**src/rtl/uv_exposure_sequencer.sv**
```systemverilog
// uv_exposure_sequencer: timed ON/OFF UV exposure runs, issuing digipot intensity writes over the shared i2c write channel
module uv_exposure_sequencer #(
  parameter int CLK_HZ = 16_000_000,
  parameter int TICKS_PER_MS = CLK_HZ / 1000,
  parameter int MAX_TIME_MS = 9999,
  parameter int MAX_INTENSITY = 100
) (
  input  logic        clk,
  input  logic        rst,
  input  logic        arm,
  input  logic        fire,
  input  logic        abort,
  input  logic [13:0] on_time_ms,
  input  logic [13:0] off_time_ms,
  input  logic [13:0] repetitions,
  input  logic [7:0]  intensity,
  input  logic        i2c_ready,
  output logic        i2c_enable,
  output logic [7:0]  i2c_data,
  output logic [2:0]  state,
  output logic        emitter_on,
  output logic [13:0] elapsed_ms,
  output logic [13:0] rep_count,
  output logic        done
);
  localparam int TW = TICKS_PER_MS > 1 ? $clog2(TICKS_PER_MS) : 1;
  localparam logic [TW-1:0] TICK_LAST = TW'(TICKS_PER_MS - 1);
  localparam logic [13:0] MAX_T = 14'(MAX_TIME_MS);
  localparam logic [7:0] MAX_I = 8'(MAX_INTENSITY);
  typedef enum logic [2:0] {IDLE, ARMED, WR_ON, ON, WR_OFF, OFF, SAFE} state_t;
  state_t cur, nxt;
  logic [1:0] ph, ph_n, hs_ph;
  logic pend, pend_n, done_n, wr, hs_done, timed, wrap, phase_end;
  logic [TW-1:0] tick, tick_n;
  logic [13:0] el_n, rep_n, rep_inc, ptime, lon, loff, lreps, lon_n, loff_n, lreps_n;
  logic [7:0] lvl, lvl_n;
  assign state = cur;
  assign emitter_on = cur == ON;
  assign wr = cur == WR_ON || cur == WR_OFF || cur == SAFE;
  assign i2c_enable = wr && ph == 2'd0 && i2c_ready;
  assign i2c_data = (i2c_enable && cur == WR_ON) ? lvl : 8'd0;
  // write handshake: 0 = waiting to issue, 1 = ignore ready once, 2 = waiting for completion
  assign hs_ph = ph == 2'd0 ? {1'b0, i2c_ready} : ph == 2'd1 ? 2'd2 : (i2c_ready ? 2'd0 : 2'd2);
  assign hs_done = wr && ph == 2'd2 && i2c_ready;
  assign timed = cur == ON || cur == OFF;
  assign ptime = cur == ON ? lon : loff;
  assign wrap = tick == TICK_LAST;
  assign phase_end = timed && (elapsed_ms == ptime || (wrap && elapsed_ms + 14'd1 == ptime));
  assign rep_inc = rep_count + 14'd1;
  always_ff @(posedge clk or posedge rst)
    if (rst) begin
      cur <= IDLE;
      ph <= 2'd0;
      pend <= 1'b0;
      tick <= '0;
      elapsed_ms <= 14'd0;
      rep_count <= 14'd0;
      lon <= 14'd0;
      loff <= 14'd0;
      lreps <= 14'd0;
      lvl <= 8'd0;
      done <= 1'b0;
    end else begin
      cur <= nxt;
      ph <= ph_n;
      pend <= pend_n;
      tick <= tick_n;
      elapsed_ms <= el_n;
      rep_count <= rep_n;
      lon <= lon_n;
      loff <= loff_n;
      lreps <= lreps_n;
      lvl <= lvl_n;
      done <= done_n;
    end
  always_comb begin
    nxt = cur;
    ph_n = wr ? hs_ph : 2'd0;
    pend_n = pend;
    tick_n = (timed && elapsed_ms != ptime) ? (wrap ? '0 : tick + 1'b1) : tick;
    el_n = (timed && elapsed_ms != ptime && wrap) ? elapsed_ms + 14'd1 : elapsed_ms;
    if (hs_done) begin
      tick_n = '0;
      el_n = 14'd0;
    end
    rep_n = rep_count;
    lon_n = lon;
    loff_n = loff;
    lreps_n = lreps;
    lvl_n = lvl;
    done_n = 1'b0;
    if (cur == IDLE) nxt = arm ? ARMED : IDLE;
    else if (cur == SAFE) begin
      // a write caught in flight finishes first, then the zero write goes out
      if (hs_done) begin
        pend_n = 1'b0;
        if (!pend) nxt = arm ? ARMED : IDLE;
      end
    end else if (abort || !arm) begin
      nxt = SAFE;
      pend_n = wr && hs_ph != 2'd0;
    end else if (cur == ARMED) begin
      if (fire) begin
        nxt = WR_ON;
        lon_n = on_time_ms > MAX_T ? MAX_T : on_time_ms;
        loff_n = off_time_ms > MAX_T ? MAX_T : off_time_ms;
        lreps_n = repetitions == 14'd0 ? 14'd1 : (repetitions > MAX_T ? MAX_T : repetitions);
        lvl_n = intensity > MAX_I ? MAX_I : intensity;
        rep_n = 14'd0;
      end
    end else if (cur == WR_ON) nxt = hs_done ? ON : WR_ON;
    else if (cur == WR_OFF) nxt = hs_done ? OFF : WR_OFF;
    else if (cur == ON) nxt = phase_end ? WR_OFF : ON;
    else if (cur == OFF && phase_end) begin
      rep_n = rep_inc;
      nxt = rep_inc < lreps ? WR_ON : ARMED;
      done_n = rep_inc >= lreps;
    end
  end
endmodule

```
**config.mk**
```make
export PLATFORM = sky130hd
export DESIGN_NAME = uv_exposure_sequencer
export DESIGN_NICKNAME = d
export VERILOG_FILES = /design/src/rtl/uv_exposure_sequencer.sv
export SDC_FILE = /design/constraint.sdc
export NUM_CORES = 1
export LEC_CHECK = 0
export ABC_AREA = 1
export BUFFER_PORTS_ARGS = -buffer_cell sky130_fd_sc_hd__buf_4
export CAP_MARGIN = 20
export CORE_MARGIN = 1.5
export CORE_UTILIZATION = 51
export DETAILED_ROUTE_END_ITERATION = 8
export HOLD_SLACK_MARGIN = 0.08
export PLACE_DENSITY = 0.8
export REMOVE_ABC_BUFFERS = 1
export SETUP_SLACK_MARGIN = 0.02
export SYNTH_ARGS = -nofsm -noshare
export SYNTH_HDL_FRONTEND = slang
export SYNTH_SLANG_ARGS = --single-unit
```
**constraint.sdc**
```tcl
create_clock -name clk -period 6.45 [get_ports clk]
set_input_delay 1.29 -clock clk [delete_from_list [all_inputs] [get_ports clk]]
set_output_delay 1.29 -clock clk [all_outputs]
set_load 0.01 [all_outputs]
```
==> results.json <==
{
  "hold_viol": 0,
  "cp.required_ps": 5160,
  "post_cts_buffers": 0,
  "synthXorXnorAreaFrac_pct": 4.06,
  "grt_pass1_vias": 5370,
  "synthSimpleGateAreaFrac_pct": 29.4,
  "yosys_most_used_dff": "dfrtp_1",
  "crit_cells": 6,
  "ys_seq_area_share_pct": 39.6,
  "antenna_found_initial": 0,
  "cts_hold_buf": 0,
  "numClockSinks": 99,
  "period_needed_ps": 3530,
  "muxShareOfSynthArea_pct": 0,
  "synth-adder-area-share_pct": 3.40,
  "cts_resized": 0,
  "hold_path_depth": 2,
  "crit_path_end": "i2c_data[1]",
  "hold_ws_ps": 488,
  "layout-drive-gt1-share_pct": 16.4,
  "reg2regPathDepth": 24,
  "grt_usage_pct": 24.8,
  "utilization_pct": 61.0,
  "synthToLayoutAreaGrowth_pct": 17.1,
  "syn_inst": 854,
  "slowest_stage": "nor3_1",
  "place_area_mm2": 0.00705,
  "tritoncts": "yes",
  "fin_ws_ps": 2920,
  "routabilityCongestion": 0.894,
  "die-area_mm2": 0.0129,
  "cts_buffers": 9,
  "wl_met2_mm": 7.04,
  "rsz0062_at_grt": "no",
  "met3_length_um": 989,
  "slowest_delay_ps": 240,
  "clkTransAtPathRegs_ps": 70,
  "synth_top_family_by_area": "simple AND/OR/NAND/NOR gates",
  "drt_iter0_markers": 362,
  "wl_per_cell_um": 13.9,
  "status": "finished, final reports clean",
  "slew_headroom_pct": 37.9,
  "setup_viol": 0,
  "dieWidth_um": 114,
  "grt_max_degree": 67,
  "power_density_mw_per_mm2": 352,
  "finClkSkew_ps": 10.7,
  "synth_cell_type_count": 43,
  "tns_ps": 0,
  "ir_drop_uv": 164,
  "synth_seq_cells": 99,
  "r2r_setup_slack_ps": 2960,
  "fin_crit_sh_pct": 54.7,
  "ys_top_cells_by_area": "dfrtp_1 (40%), nand2_1 (12%), inv_1 (7.4%)",
  "core_region_area_mm2": 0.0120,
  "synth_commonest_cells": "nand2_1 (207), inv_1 (124), dfrtp_1 (99)",
  "final_area_mm2": 0.00733,
  "crit_fanout": 8,
  "synth.avg_cell_area_um2": 7.33,
  "final_antenna_net_count": 0,
  "final_nets": 1014,
  "initial_utilization_pct": 52.1,
  "rows": 40,
  "synth_top_area_share_pct": 39.6,
  "port_buffers": 97,
  "cts_buffer_depth": 2,
  "reg2reg_to": "state[0]",
  "critPathLaunch": "i2c_ready",
  "final_max_slew_viol_count": 0,
  "dr.pass1.iters": 5,
  "cts-root-buf": "clkbuf_16",
  "place_ws_ps": 2900,
  "drc_errors": 0,
  "wl_met1_mm": 6.93,
  "synth-compound-area-share_pct": 13.6,
  "crit_family": "simple AND/OR/NAND/NOR gates",
  "timing.rr.start": "rep_count[0]",
  "routed_wl_mm": 15.2,
  "gr-total-overflow": 0,
  "vias": 5810,
  "leakagePower_nw": 3.73,
  "path_cells": "buf_4 -> nand2_1 -> nor3_1 -> nand2_1 -> nor2_1 -> buf_4",
  "crit_type": "input pin to primary output",
  "hold_path.class": "flip-flop to flip-flop",
  "ys_warn_count": 0,
  "antenna_cells": 0,
  "drv_cap": 0,
  "worst_ep_arrival_time_ps": 2240,
  "yosysMostFrequentCell": "nand2_1",
  "ios": 98,
  "synth_edf_count": 0,
  "worst_pin_slew_ps": 928,
  "path_buf_inv": 2,
  "dp_hpwl_mm": 11.4,
  "multi_input_area_mm2": 0.00316,
  "fmax_mhz": 284,
  "clk_latency_ps": 350,
  "cp-end-kind": "primary output",
  "synthArstFlopShare_pct": 100,
  "htreeDepth": 3,
  "grt_pass1_wl_mm": 25.7,
  "nFillCells": 1067,
  "top_layer": "met4",
  "via_per_inst": 5.32,
  "syn-cell-area_mm2": 0.00626,
  "synth_top_cell_by_area": "dfrtp_1",
  "die_h_um": 114,
  "final-seq-area_mm2": 0.00248,
  "cp-start-kind": "input pin"
}
-- worst min path at each step --
stage	slack (ps)	endpoint	start
6_report	490	loff[6]	loff[6]
5_1_grt	500	loff[6]	loff[6]
4_1_cts	490	loff[6]	loff[6]
3_5_place_dp	470	loff[6]	loff[6]
3_3_place_gp	470	loff[6]	loff[6]
2_1_floorplan	450	loff[6]	loff[6]
-- through the flow --
step | instances | total power [W]
after floorplan | 830 | 0.00172
after global placement | 1077 | 0.00203
after detailed placement | 1077 | 0.00205
after CTS | 1093 | 0.00259
after global routing | 1093 | 0.00280
final | 1093 | 0.00258
-- report_power, final --
group	switching, W	total [W]	internal [W]	leakage, nW
logic	0.000649	0.00107	0.000420	2.36
clock network	0.000248	0.000526	0.000278	0.138
registers	0.000163	0.000986	0.000823	1.23
-- registers in the layout, indices dropped and copies added (netlist names) --
name	cells
elapsed_ms	14
loff	14
lon	14
lreps	14
rep_count	14
tick	14
lvl	8
state	3
ph	2
done	1
pend	1
-- layout by cell type, fill, tap and decap left out, types with 3 or more instances in the layout --
cell,count
buf_4,100
nand2_2,9
o22ai_1,15
o21ai_1,5
ha_1,17
nor3b_1,3
nand3b_1,4
nand2_4,3
inv_6,4
nor2_1,86
nand4_1,17
xor2_1,25
o211ai_1,4
nor3_1,15
o21ai_0,63
inv_1,123
a22oi_1,3
a31oi_1,6
nand3_1,58
clkbuf_16,9
dfrtp_1,99
a21oi_1,19
o21ai_2,17
xnor2_1,4
nand2_1,207
nor4_1,6
-- cells by family (layout without fill, tap and decap cells) --
| family | Yosys count | in the layout |
|---|---|---|
| adders and majority gates | 17 | 17 |
| and+or+nand+nor | 417 | 417 |
| xor gates and xnor gates | 29 | 29 |
| buffers and inverters | 150 | 242 |
| DFF | 99 | 99 |
| AOI/OAI and AO/OA | 142 | 142 |
-- layout make-up --
class,count,area share (%)
Timing Repair Buffer,100,10.2
Tap cell,147,2.51
Multi-Input combinational cell,605,43.0
Sequential cell,99,33.8
Clock buffer,11,3.31
Inverter,126,6.52
Clock inverter,5,0.580
-- worst reg2reg max path, delay by kind of cell (launching register included) --
family / cells / cell delay [ps]
AOI/OAI and AO/OA: 3 / 390
xor gates and xnor gates: 1 / 130
adders and majority gates: 2 / 500
buffers and inverters: 3 / 210
DFF: 1 / 460
and+or+nand+nor: 15 / 1740
-- layer usage --
layer	GRT usage [%]	vias up
met4	6.08	0
met2	40.4	171
met3	5.69	23
met5	0	-
li1	-	2954
met1	33.7	2662
Power figures use the tool's default switching activity.
